--- src/rtl/ps2_rx.sv ---
// PS/2 device-to-host receiver: glitch-filtered clock, 11-bit frame capture, parity/framing flags.
// Optional inactivity abort inside a frame is enabled by defining PS2_RX_TIMEOUT_EN.
module ps2_rx #(
  parameter int FILTER_LEN = 8,
  parameter int TO_CYCLES  = 32767
) (
  input  logic       clk,
  input  logic       reset,
  input  logic       rx_en,
  input  logic       ps2d,
  input  logic       ps2c,
  output logic       rx_idle,
  output logic       rx_done_tick,
  output logic [7:0] dout,
  output logic       parity_err,
  output logic       frame_err,
  output logic       rx_timeout_tick
);

  localparam logic [1:0] IDLE = 2'd0;
  localparam logic [1:0] DPS  = 2'd1;
  localparam logic [1:0] LOAD = 2'd2;

  // Odd parity holds when data plus parity bit contain an odd number of ones.
  function automatic logic odd_parity_ok(input logic [8:0] v);
    return ^v;
  endfunction

  logic [FILTER_LEN-1:0] filter_q, filter_d;
  logic                  f_ps2c_q, f_ps2c_d;
  logic                  fall_edge_s;
  logic [1:0]            state_q, state_d;
  logic [3:0]            n_q, n_d;
  logic [9:0]            b_q, b_d;
  logic [7:0]            dout_q, dout_d;
  logic                  perr_q, perr_d;
  logic                  ferr_q, ferr_d;
  logic                  done_q, done_d;

`ifdef PS2_RX_TIMEOUT_EN
  localparam int TO_W = $clog2(TO_CYCLES);
  logic [TO_W-1:0] to_cnt_q, to_cnt_d;
  logic            tmo_q, tmo_d;
`else
  logic unused_to_s;
  assign unused_to_s = ^TO_CYCLES;
`endif

  // Filtered clock only moves once the whole window agrees, so short pulses vanish.
  always_comb begin
    filter_d = {ps2c, filter_q[FILTER_LEN-1:1]};
    if (&filter_d) begin
      f_ps2c_d = 1'b1;
    end else if (~|filter_d) begin
      f_ps2c_d = 1'b0;
    end else begin
      f_ps2c_d = f_ps2c_q;
    end
  end

  assign fall_edge_s = f_ps2c_q & ~f_ps2c_d;

  // Frame FSM: start bit in idle, then 10 shifts (8 data, parity, stop), then one load cycle.
  always_comb begin
    state_d = state_q;
    n_d     = n_q;
    b_d     = b_q;
    dout_d  = dout_q;
    perr_d  = perr_q;
    ferr_d  = ferr_q;
    done_d  = 1'b0;
`ifdef PS2_RX_TIMEOUT_EN
    to_cnt_d = to_cnt_q;
    tmo_d    = 1'b0;
`endif
    case (state_q)
      IDLE: begin
        if (fall_edge_s && rx_en && !ps2d) begin
          state_d = DPS;
          n_d     = 4'd9;
`ifdef PS2_RX_TIMEOUT_EN
          to_cnt_d = '0;
`endif
        end else begin
          state_d = IDLE;
        end
      end
      DPS: begin
        if (fall_edge_s) begin
          b_d = {ps2d, b_q[9:1]};
`ifdef PS2_RX_TIMEOUT_EN
          to_cnt_d = '0;
`endif
          if (n_q == 4'd0) begin
            state_d = LOAD;
          end else begin
            n_d = n_q - 4'd1;
          end
        end else begin
`ifdef PS2_RX_TIMEOUT_EN
          if (to_cnt_q == TO_W'(TO_CYCLES - 1)) begin
            state_d = IDLE;
            tmo_d   = 1'b1;
          end else begin
            to_cnt_d = to_cnt_q + {{(TO_W-1){1'b0}}, 1'b1};
          end
`else
          state_d = DPS;
`endif
        end
      end
      LOAD: begin
        dout_d  = b_q[7:0];
        perr_d  = ~odd_parity_ok(b_q[8:0]);
        ferr_d  = ~b_q[9];
        done_d  = 1'b1;
        state_d = IDLE;
      end
      default: begin
        state_d = IDLE;
      end
    endcase
  end

  // State and output registers with synchronous reset.
  always_ff @(posedge clk) begin
    if (reset) begin
      filter_q <= '0;
      f_ps2c_q <= 1'b0;
      state_q  <= IDLE;
      n_q      <= 4'd0;
      b_q      <= 10'd0;
      dout_q   <= 8'h00;
      perr_q   <= 1'b0;
      ferr_q   <= 1'b0;
      done_q   <= 1'b0;
`ifdef PS2_RX_TIMEOUT_EN
      to_cnt_q <= '0;
      tmo_q    <= 1'b0;
`endif
    end else begin
      filter_q <= filter_d;
      f_ps2c_q <= f_ps2c_d;
      state_q  <= state_d;
      n_q      <= n_d;
      b_q      <= b_d;
      dout_q   <= dout_d;
      perr_q   <= perr_d;
      ferr_q   <= ferr_d;
      done_q   <= done_d;
`ifdef PS2_RX_TIMEOUT_EN
      to_cnt_q <= to_cnt_d;
      tmo_q    <= tmo_d;
`endif
    end
  end

  assign rx_idle      = (state_q == IDLE);
  assign rx_done_tick = done_q;
  assign dout         = dout_q;
  assign parity_err   = perr_q;
  assign frame_err    = ferr_q;
`ifdef PS2_RX_TIMEOUT_EN
  assign rx_timeout_tick = tmo_q;
`else
  assign rx_timeout_tick = 1'b0;
`endif

endmodule
--- config.mk ---
export PLATFORM = sky130hd
export DESIGN_NAME = ps2_rx
export DESIGN_NICKNAME = d
export VERILOG_FILES = /design/src/rtl/ps2_rx.sv
export SDC_FILE = /design/constraint.sdc
export NUM_CORES = 1
export LEC_CHECK = 0
export ABC_AREA = 0
export ABC_CLOCK_PERIOD_IN_PS = 4100
export BUFFER_PORTS_ARGS = -buffer_cell sky130_fd_sc_hd__buf_2
export CAP_MARGIN = 25
export CORE_MARGIN = 10
export CORE_UTILIZATION = 30
export CTS_CLUSTER_DIAMETER = 120
export DETAILED_ROUTE_END_ITERATION = 7
export MAX_ROUTING_LAYER = met4
export PLACE_DENSITY_LB_ADDON = 0.08
export SETUP_SLACK_MARGIN = 0.4
export SLEW_MARGIN = 20
export SYNTH_ARGS = -nofsm -noshare
export SYNTH_HDL_FRONTEND = slang
export SYNTH_SLANG_ARGS = --single-unit
--- constraint.sdc ---
create_clock -name clk -period 4.1 [get_ports clk]
set_input_delay 0.41 -clock clk [delete_from_list [all_inputs] [get_ports clk]]
set_output_delay 0.41 -clock clk [all_outputs]
set_load 0.01 [all_outputs]
==> results by group, run 1 <==
Global route
  • Largest net degree at the start of global routing: 35
  • Initial antenna violation count: 0
  • Vias in the first global route: 1079
  • GRT Util Overall: 0.0876
  • Wire length of the first global-routing pass: 5110 um
  • Total global routing overflow: 0

Synthesis
  • Post-synthesis compound-gate area fraction: 0.116
  • Count of distinct cell types in the synthesized netlist: 33
  • Synth warn: 0
  • Share of the yosys chip area belonging to registers: 0.493
  • Number of instances in the synthesized netlist: 152
  • Register bit total from synthesis: 35
  • Syn Area/Cell: 9.34 um2
  • Proportion of synthesized area in mux cells: 0.0705
  • Fraction of the mapped netlist area in simple logic gates: 0.215
  • Main combinational cell family by area after synthesis: simple AND/OR/NAND/NOR gates
  • Netlist area before placement: 1420 um2
  • Post-synthesis share of cell area spent on full adders, half adders and majority gates: 0.00881
  • Post-Syn Nets: 158
  • XOR/XNOR share of the synthesized area: 0.0529

Timing
  • Relative max-transition margin: 0.477
  • Total negative setup slack: 0 ps
  • Actual slew at the worst max-slew pin: 784 ps
  • Setup-failing EPs final: 0
  • Largest clock skew in the final design: 2.95 ps
  • Pins Over Slew Limit: 0
  • Number of hold violations in the final report: 0
  • Final clock period utilization by the worst path: 0.502
  • Unrepaired setup endpoints after global routing: no
  • Max frequency: 486 MHz
  • Period minus WS final: 2060 ps

Critical path
  • Largest fanout on the critical path: 12
  • Crit path capture type: flip-flop
  • List of cells traversed by the critical path: nor2b_1 > nand4_1 > nor3_1 > o221a_1
  • Setup Crit Path Kind: reg -> reg
  • Req. time, crit path: 4330 ps
  • Signal arrival time at the worst endpoint: 2280 ps
  • Largest stage delay, worst path: 670 ps
  • Slowest-stage cell, CP: sky130_fd_sc_hd__nand4_1
  • Startpoint type of the worst setup path: flip-flop

Floorplanning
  • Number of primary I/O pins: 18
  • Die Area: 7890 um2
  • Placement row count: 24
  • Starting density of the core: 0.317
  • Core Area: 4470 um2
  • DIE WIDTH: 88.8 um
  • Vertical die dimension: 88.8 um

Detailed routing
  • Top metal layer carrying routed signals: met4
  • Total routed wire length on the met1 layer: 1400 um
  • Total number of vias: 1029
  • Routed wire length on met2: 1320 um
  • Average vias per placed instance: 4.72
  • Detailed Route Iter0 Violations: 52
  • DRT Pass-1 Iters: 4
  • Wire length on met3: 168 um
  • Remaining antenna violation count: 0
  • Mean routed wirelength per cell: 13.4 um
  • Final routed DRC violation total: 0
  • Total wirelength of the detailed-routed design: 2910 um

Pwr
  • NetSw: 0.127 mW
  • Sequential share of power: 0.567
  • Clk pwr share: 0.410
  • Internal cell power: 0.477 mW
  • Leak Pwr: 0.690 nW
  • Proportion of power drawn by combinational gates: 0.023
  • Power density normalized to cell area: 375 nW/um2
  • Switching share of power: 0.210
  • Maximum vdd drop: 0.000162 V

Clocking
  • Total number of clock tree sinks: 35
  • # resized after CTS: 0
  • Buffer count from post-CTS setup fixing: 0
  • Clock latency of the later-clocked register in the worst-skew pair: 280 ps
  • Number of buffers between clock root and the deepest sink: 2
  • Master cell of the clock root buffer: sky130_fd_sc_hd__clkbuf_8
  • Number of H-tree branching levels: 2
  • Hold Buf Count CTS: 0
  • TritonCTS clock tree: built
  • Num CTS Buffers: 5
  • Clock transition at the register clock pins on the worst setup and hold paths after CTS: 70 ps

Placement
  • Count of input and output buffers: 16
  • Standard cell area after detailed placement: 1520 um2
  • DP HPWL: 2030 um
  • GP Congestion: 0.768

Finish
  • Post-route design area: 1610 um2
  • Number of fillers in the final layout: 466
  • Diodes inserted: 0
  • Area growth from synthesis to layout: 13.4%
  • Share of layout cells above drive strength 1: 0.175
  • Final net count: 172

Job
  • Max-cap violations: 0

Worst hold path
  • Worst min-delay path class: in -> reg

Outcome
  • Result of the run: complete, no violations
==> through the flow <==
step	power [mW]	utilization	hold WS, ps	setup slack, ps	std cells
after CTS	0.618	0.360	369	2030	218
after floorplan	0.361	-	435	2540	152
after detailed placement	0.364	0.340	443	1980	211
after global placement	0.365	0.340	441	2000	211
final	0.605	0.360	378	2040	218
after global routing	0.636	0.360	365	1830	218
==> power by group through the flow <==
stage	Sequential [mW]	Combinational, mW	Clock (mW)
finish	0.343	0.0138	0.248
global route	0.343	0.0155	0.278
CTS	0.343	0.0141	0.261
detailed placement	0.350	0.0140	0
global placement	0.351	0.0141	0
floorplan	0.350	0.0105	0
==> per-layer routing <==
metal / global-route usage / vias up
li1: - / 534
met1: 0.101 / 471
met2: 0.128 / 22
met3: 0.0441 / 2
met4: 0.0323 / 0
met5: - / -
==> placed cells by master, fill, tap and decap left out, types with 2 or more instances in the layout <==
cell type and instances:
sky130_fd_sc_hd__mux2i_1 10, sky130_fd_sc_hd__a21oi_1 11, sky130_fd_sc_hd__a211oi_1 2, sky130_fd_sc_hd__nand2b_1 4
sky130_fd_sc_hd__nand4_1 4, sky130_fd_sc_hd__nor2b_1 9, sky130_fd_sc_hd__nor4_2 2, sky130_fd_sc_hd__dfxtp_1 35
sky130_fd_sc_hd__clkbuf_8 6, sky130_fd_sc_hd__inv_1 4, sky130_fd_sc_hd__buf_2 16, sky130_fd_sc_hd__nand2_1 18
sky130_fd_sc_hd__o21ai_0 3, sky130_fd_sc_hd__nor3_1 2, sky130_fd_sc_hd__xnor2_1 5, sky130_fd_sc_hd__nor2_1 18
==> synth_stat cells <==
library cell	n	area share
sky130_fd_sc_hd__ha_1	1	0.0088
sky130_fd_sc_hd__xnor3_1	1	0.016
sky130_fd_sc_hd__xnor2_1	5	0.031
sky130_fd_sc_hd__nand2_1	18	0.048
sky130_fd_sc_hd__nor4_2	2	0.018
sky130_fd_sc_hd__a22o_4	1	0.012
sky130_fd_sc_hd__a31o_1	1	0.0062
sky130_fd_sc_hd__nor3_1	2	0.0070
sky130_fd_sc_hd__nor4_1	1	0.0044
sky130_fd_sc_hd__buf_2	1	0.0035
sky130_fd_sc_hd__a311oi_1	1	0.0062
sky130_fd_sc_hd__nor2_1	18	0.048
sky130_fd_sc_hd__mux2i_1	10	0.070
sky130_fd_sc_hd__and3_1	1	0.0044
sky130_fd_sc_hd__a41oi_1	1	0.0062
sky130_fd_sc_hd__o221a_1	1	0.0079
sky130_fd_sc_hd__o21ba_2	1	0.0070
sky130_fd_sc_hd__a21oi_1	11	0.039
sky130_fd_sc_hd__clkbuf_1	6	0.016
sky130_fd_sc_hd__a21oi_2	1	0.0062
sky130_fd_sc_hd__or3b_4	1	0.0079
sky130_fd_sc_hd__nand4_1	4	0.018
sky130_fd_sc_hd__o21ai_0	3	0.011
sky130_fd_sc_hd__xor2_1	1	0.0062
sky130_fd_sc_hd__inv_1	4	0.011
sky130_fd_sc_hd__buf_4	2	0.011
sky130_fd_sc_hd__conb_1	1	0.0026
sky130_fd_sc_hd__nand3_1	1	0.0035
sky130_fd_sc_hd__a31oi_1	1	0.0044
sky130_fd_sc_hd__dfxtp_1	35	0.49
sky130_fd_sc_hd__nand2b_1	4	0.018
sky130_fd_sc_hd__a211oi_1	2	0.011
sky130_fd_sc_hd__nor2b_1	9	0.040
==> cell type report <==
class / count / area [um2] / share of cell area
Clock buffer: 6 / 82.6 / 0.0513
Clock inverter: 1 / 5.00 / 0.00311
Inverter: 4 / 15.0 / 0.00932
Multi-Input combinational cell: 104 / 662 / 0.411
Sequential cell: 35 / 701 / 0.435
Tap cell: 52 / 65.1 / 0.0404
Timing Repair Buffer: 16 / 80.1 / 0.0497
==> sequential cells by signal, summed over array words and instances, names as in the netlist <==
signal / flops
frame_err: 1
dout: 8
n_q: 4
f_ps2c_q: 1
state_q: 2
rx_done_tick: 1
parity_err: 1
filter_q: 7
b_q: 10
==> logic make-up (layout without fill, tap and decap cells) <==
group / count (synthesis) / after routing
fa+ha+maj: 1 / 1
mux: 10 / 10
compound gates: 24 / 24
xor+xnor: 7 / 7
other cells: 1 / 1
flops: 35 / 35
simple gates: 61 / 61
buf+inv: 13 / 27
==> worst paths after layout <==
| check | from | endpoint | slack (ps) | cells past startpoint |
|---|---|---|---|---|
| worst min register to register | dout[1] | dout[1] | 450 | 2 |
| worst max register to register | state_q[0] | n_q[2] | 2040 | 4 |
| worst max-delay path | state_q[0] | n_q[2] | 2040 | 4 |
| worst min-delay path | ps2c | filter_q[7] | 380 | 2 |
==> worst max-delay path, delay by kind of cell, from the launching register on <==
| family | cells | cell delay, ps |
|---|---|---|
| and+or+nand+nor | 3 | 1350 |
| AOI/OAI and AO/OA | 1 | 220 |
| DFF | 1 | 440 |
No activity file was read; power rests on OpenSTA's default activity.
==> run 2, diff against run 1 <==
ABC_CLOCK_PERIOD_IN_PS = 2000   (was 4100)
clock period = 2 ns   (was 4.1 ns; I/O delays follow)
==> results by group, run 2 (synthesized netlist as in run 1, its figures left out) <==
Outcome
  • Result of the run: complete, no violations

Worst hold path
  • Worst min-delay path class: in -> reg
  • Cell depth of the worst min-delay path: 2 (unchanged)
  • End point of the worst hold path: filter_q[7]
  • Min-Delay Startpoint: ps2c

Clocking
  • Number of buffers between clock root and the deepest sink: 2 (unchanged)
  • Master cell of the clock root buffer: sky130_fd_sc_hd__clkbuf_8
  • TritonCTS clock tree: built
  • Clock transition at the register clock pins on the worst setup and hold paths after CTS: 70 ps (about the same)
  • Number of H-tree branching levels: 2 (unchanged)
  • Hold Buf Count CTS: 0 (unchanged)
  • Total number of clock tree sinks: 35 (unchanged)
  • Num CTS Buffers: 5 (unchanged)
  • Clock latency of the later-clocked register in the worst-skew pair: 290 ps (about the same)

Finish
  • Reg with most FFs: b_q
  • Final net count: 178 (+3.5%)
  • Area growth from synthesis to layout: 19.0%
  • Number of fillers in the final layout: 461 (-1.1%)
  • Post-layout instance count excluding filler cells: 225 (+3.2%)
  • Share of layout cells above drive strength 1: 0.237 (+0.0623)
  • Most frequent cells in the layout: sky130_fd_sc_hd__dfxtp_1, sky130_fd_sc_hd__nor2_1, sky130_fd_sc_hd__nand2_1
  • Number of flip-flops under the largest register name: 10 (unchanged)
  • Commonest non-fill, non-tap cell in the layout: sky130_fd_sc_hd__dfxtp_1
  • Diodes inserted: 0 (unchanged)

Timing
  • Largest clock skew in the final design: 9.16 ps (+6.21 ps)
  • Unrepaired setup endpoints after global routing: yes
  • Pins Over Slew Limit: 0 (unchanged)
  • Final worst hold slack: 161 ps (-217 ps)
  • Max frequency: 610 MHz (+26%)
  • Total negative setup slack: 0 ps (unchanged)
  • Period minus WS final: 1640 ps (-420 ps)
  • Number of hold violations in the final report: 0 (unchanged)
  • Setup-failing EPs final: 0 (unchanged)
  • Final clock period utilization by the worst path: 0.820 (+0.317)

Critical path
  • Worst reg2reg startpoint: n_q[1]
  • Origin of the worst setup path: n_q[1]
  • Worst R2R Path Depth: 6 (+2)
  • Worst r2r dst: n_q[1]
  • List of cells traversed by the critical path: inv_2 > ha_4 > or3b_4 > a22o_4 > a31o_1 > a21oi_2
  • Largest stage delay, worst path: 390 ps (-280 ps)
  • Req. time, crit path: 2220 ps (-2110 ps)
  • Startpoint type of the worst setup path: flip-flop
  • Setup Crit Path Kind: reg -> reg
  • Slowest-stage cell, CP: sky130_fd_sc_hd__or3b_4
  • Signal arrival time at the worst endpoint: 1860 ps (-420 ps)
  • Minimum setup slack among reg-to-reg paths: 360 ps (-1680 ps)
  • Crit path capture type: flip-flop
  • Largest fanout on the critical path: 5 (-7)

Placement
  • DP HPWL: 2150 um (+6.3%)
  • Count of input and output buffers: 16 (unchanged)
  • Placed instance count: 215 (+1.9%)
  • GP Congestion: 0.791 (+2.9%)

Detailed routing
  • Remaining antenna violation count: 0 (unchanged)
  • Top metal layer carrying routed signals: met4
  • Detailed Route Iter0 Violations: 82 (+58%)
  • DRT Pass-1 Iters: 4 (unchanged)
  • Routed wire length on met2: 1450 um (+9.9%)
  • Wire length on met3: 136 um (-19%)
  • Total wirelength of the detailed-routed design: 3180 um (+9.1%)
  • Average vias per placed instance: 4.83 (+2.4%)
  • Final routed DRC violation total: 0 (unchanged)
  • Total number of vias: 1087 (+5.6%)
  • Mean routed wirelength per cell: 14.1 um (+5.7%)
  • Total routed wire length on the met1 layer: 1530 um (+8.8%)

Global route
  • GRT Util Overall: 0.0917 (+0.00404)
  • Vias in the first global route: 1132 (+4.9%)
  • Wire length of the first global-routing pass: 5400 um (+5.5%)
  • Largest net degree at the start of global routing: 26 (-26%)
  • Total global routing overflow: 0 (unchanged)
  • Initial antenna violation count: 0 (unchanged)

Floorplanning
  • Die Area: 7890 um2 (unchanged)
  • Core Area: 4470 um2 (unchanged)
  • DIE WIDTH: 88.8 um (unchanged)
  • Number of primary I/O pins: 18 (unchanged)
  • Placement row count: 24 (unchanged)
  • Starting density of the core: 0.317 (unchanged)
  • Vertical die dimension: 88.8 um (unchanged)

Pwr
  • Leak Pwr: 0.727 nW (+5.4%)
  • Maximum vdd drop: 0.000323 V (+99%)
  • Power density normalized to cell area: 765 nW/um2 (+100%)

Job
  • Max-cap violations: 0 (unchanged)
==> run 2: cell count changes in the layout (fill, tap and decap cells not counted), moves of 2 or more <==
cell / change
sky130_fd_sc_hd__buf_4: +6
sky130_fd_sc_hd__dfxtp_1: -2
sky130_fd_sc_hd__dfxtp_2: +2
sky130_fd_sc_hd__inv_1: -2
sky130_fd_sc_hd__inv_2: +2
==> run 2: power breakdown <==
group	total (mW)	internal (mW)	switching [mW]	leakage, nW
clock network	0.561	0.314	0.247	0.0515
registers	0.703	0.700	0.00278	0.283
logic	0.0301	0.0102	0.0199	0.392
==> run 2: worst max-delay path, delay by kind of cell (launching register included) <==
kind,cells,cell delay [ps]
adders and majority gates,1,140
buffers and inverters,1,90
and+or+nand+nor,1,390
AOI/OAI and AO/OA,3,620
DFF,1,330
==> run 2: how the worst max path moves through the flow <==
stage	endpoint	cells past startpoint
6_report	n_q[1]	6
5_1_grt	n_q[3]	6
4_1_cts	n_q[1]	6
3_5_place_dp	n_q[3]	6
3_3_place_gp	n_q[3]	6
2_1_floorplan	n_q[3]	6
==> run 2: area by class of cell <==
| type | count | area [um2] | area share |
|---|---|---|---|
| clock buffer | 8 | 100 | 0.0592 |
| sequential | 35 | 703 | 0.416 |
| tap | 52 | 65.1 | 0.0385 |
| inverter | 4 | 15.0 | 0.00888 |
| multi-input combinational | 104 | 682 | 0.403 |
| timing repair buffer | 22 | 125 | 0.0740 |
==> run 2: what timing repair did <==
| item | CTS | global route |
|---|---|---|
| gates resized for setup | 6 | 1 |
| setup endpoints to repair | 4 | 5 |
| buffers inserted | 2 | 0 |
| hold endpoints to repair | 0 | 0 |
| pin swaps | 3 | 1 |
==> run 2: through the flow <==
| stage | util | power, mW | area [um2] | setup WS (ps) |
|---|---|---|---|---|
| after global routing | 0.378 | 1.35 | 1690 | 332 |
| final | 0.378 | 1.29 | 1690 | 361 |
| after CTS | 0.378 | 1.32 | 1690 | 401 |
| after global placement | 0.347 | 0.749 | 1550 | 382 |
| after floorplan | - | 0.739 | 1420 | 444 |
| after detailed placement | 0.347 | 0.749 | 1550 | 339 |
==> run 2: metal layers <==
metal	vias up	GRT usage
li1	552	-
met1	508	0.106
met2	19	0.138
met3	8	0.0349
met4	0	0.0396
met5	-	-
==> run 3, diff against run 2 <==
ABC_CLOCK_PERIOD_IN_PS = 1450   (was 2000)
clock period = 1.45 ns   (was 2 ns; I/O delays follow)
==> results by group, run 3 (synthesized netlist as in run 1, its figures left out) <==
Outcome
  • Result of the run: finished with violations
  • Failing checks: negative setup slack

Detailed routing
  • Total routed wire length on the met1 layer: 1600 um (+5.1%)
  • Final routed DRC violation total: 0 (unchanged)
  • DRT Pass-1 Iters: 4 (unchanged)
  • Detailed Route Iter0 Violations: 28 (-66%)
  • Top metal layer carrying routed signals: met4
  • Routed wire length on met2: 1530 um (+5.6%)
  • Wire length on met3: 127 um (-6.6%)
  • Mean routed wirelength per cell: 14.0 um (-0.70%)
  • Average vias per placed instance: 4.80 (-0.71%)
  • Remaining antenna violation count: 0 (unchanged)
  • Total number of vias: 1132 (+4.1%)
  • Total wirelength of the detailed-routed design: 3310 um (+4.2%)

Job
  • Max-cap violations: 0 (unchanged)

Placement
  • GP Congestion: 0.756 (-4.3%)
  • Placed instance count: 221 (+2.8%)
  • Count of input and output buffers: 16 (unchanged)
  • Pre-CTS WS: -85.1 ps (-424 ps)
  • Standard cell area after detailed placement: 1650 um2 (+6.0%)
  • DP HPWL: 2150 um (-0.26%)

Finish
  • Number of fillers in the final layout: 438 (-5.0%)
  • Most frequent cells in the layout: sky130_fd_sc_hd__dfxtp_1, sky130_fd_sc_hd__buf_2, sky130_fd_sc_hd__nor2_1
  • Area growth from synthesis to layout: 35.4%
  • Diodes inserted: 0 (unchanged)
  • Number of flip-flops under the largest register name: 10 (unchanged)
  • Post-route design area: 1920 um2 (+14%)
  • Commonest non-fill, non-tap cell in the layout: sky130_fd_sc_hd__dfxtp_1
  • Share of layout cells above drive strength 1: 0.462 (+0.225)
  • Final net count: 191 (+7.3%)
  • Post-layout instance count excluding filler cells: 236 (+4.9%)
  • Reg with most FFs: b_q

Global route
  • Wire length of the first global-routing pass: 5610 um (+4.0%)
  • Total global routing overflow: 0 (unchanged)
  • Initial antenna violation count: 0 (unchanged)
  • Vias in the first global route: 1191 (+5.2%)
  • GRT Util Overall: 0.0963 (+0.00466)
  • Largest net degree at the start of global routing: 22 (-15%)

Floorplanning
  • DIE WIDTH: 88.8 um (unchanged)
  • Starting density of the core: 0.317 (unchanged)
  • Core Area: 4470 um2 (unchanged)
  • Placement row count: 24 (unchanged)
  • Die Area: 7890 um2 (unchanged)
  • Vertical die dimension: 88.8 um (unchanged)
  • Number of primary I/O pins: 18 (unchanged)

Timing
  • Unrepaired setup endpoints after global routing: yes
  • Final clock period utilization by the worst path: 1.07 (+0.254)
  • Pins Over Slew Limit: 0 (unchanged)
  • Max frequency: 642 MHz (+5.3%)
  • Setup-failing EPs final: 5 (+5)
  • Largest clock skew in the final design: 4.94 ps (-4.22 ps)
  • Number of hold violations in the final report: 0 (unchanged)
  • Period minus WS final: 1560 ps (-82.9 ps)
  • Final worst hold slack: 153 ps (-8.45 ps)
  • Minimum setup slack in the final design: -107 ps (-467 ps)

Critical path
  • Largest fanout on the critical path: 5 (unchanged)
  • Setup Crit Path Kind: reg -> reg
  • Minimum setup slack among reg-to-reg paths: -110 ps (-470 ps)
  • Crit path capture type: flip-flop
  • Startpoint type of the worst setup path: flip-flop
  • Worst reg2reg startpoint: n_q[1]
  • Req. time, crit path: 1670 ps (-550 ps)
  • Signal arrival time at the worst endpoint: 1770 ps (-90 ps)
  • Origin of the worst setup path: n_q[1]

Clocking
  • Master cell of the clock root buffer: sky130_fd_sc_hd__clkbuf_8
  • Clock latency of the later-clocked register in the worst-skew pair: 280 ps (about the same)
  • Number of buffers between clock root and the deepest sink: 2 (unchanged)
  • TritonCTS clock tree: built
  • Number of H-tree branching levels: 2 (unchanged)
  • Total number of clock tree sinks: 35 (unchanged)
  • Num CTS Buffers: 5 (unchanged)
  • Clock transition at the register clock pins on the worst setup and hold paths after CTS: 60 ps (about the same)

Pwr
  • Leak Pwr: 0.826 nW (+14%)
  • Maximum vdd drop: 0.000551 V (+71%)
  • Power density normalized to cell area: 860 nW/um2 (+12%)

Worst hold path
  • Worst min-delay path class: in -> reg
  • Min-Delay Startpoint: ps2d
-- run 3: changes by cell type in the layout (fill, tap and decap cells not counted), sizes merged --
cell / before / now
clkbuf: 8 / 6
buf: 22 / 35
-- run 3: critical path, stage by stage, from the launching register on --
cell                      delay [ps]
sky130_fd_sc_hd__dfxtp_2         320
sky130_fd_sc_hd__inv_2            70
sky130_fd_sc_hd__ha_4            130
sky130_fd_sc_hd__or3b_4          390
sky130_fd_sc_hd__a22o_4          280
sky130_fd_sc_hd__a31o_1          190
sky130_fd_sc_hd__a21oi_2         120
-- run 3: power breakdown --
part / total [mW] / switching, mW / internal (mW)
logic: 0.0508 / 0.0315 / 0.0193
registers: 0.968 / 0.00505 / 0.963
clock network: 0.634 / 0.314 / 0.320
-- run 3: path summary, 6_finish.rpt --
kind,depth (start not counted),end
setup reg to reg,6,n_q[1]
setup / recovery,6,n_q[1]
hold reg to reg,2,dout[3]
hold / removal,3,b_q[9]
-- run 3: layout make-up --
class | instances | area (um2) | share of cell area
flip-flops and latches | 35 | 718 | 0.373
repair buffers | 35 | 241 | 0.126
multi-input cells | 104 | 811 | 0.422
inverters | 4 | 15.0 | 0.00781
well taps | 52 | 65.1 | 0.0338
clock buffers | 6 | 72.6 | 0.0377
-- run 3: timing repair --
action | 4_1_cts | 5_1_grt
setup buffers | 5 | 2
gates resized for setup | 20 | 24
hold buffers | 0 | 0
endpoints found under the setup margin | 28 | 28
gates cloned | 2 | 0
pin swaps | 6 | 10
-- run 3: stage by stage --
stage	TNS, ps	util	power, mW
floorplan	-45.3	-	1.02
global placement	-150	0.368	1.04
detailed placement	-217	0.368	1.04
CTS	-309	0.407	1.68
global route	-1410	0.430	1.72
finish	-267	0.430	1.65
-- run 3: layer usage --
layer / up-vias / track usage
li1: 575 / -
met1: 535 / 0.111
met2: 14 / 0.146
met3: 8 / 0.0368
met4: 0 / 0.0396
met5: - / -
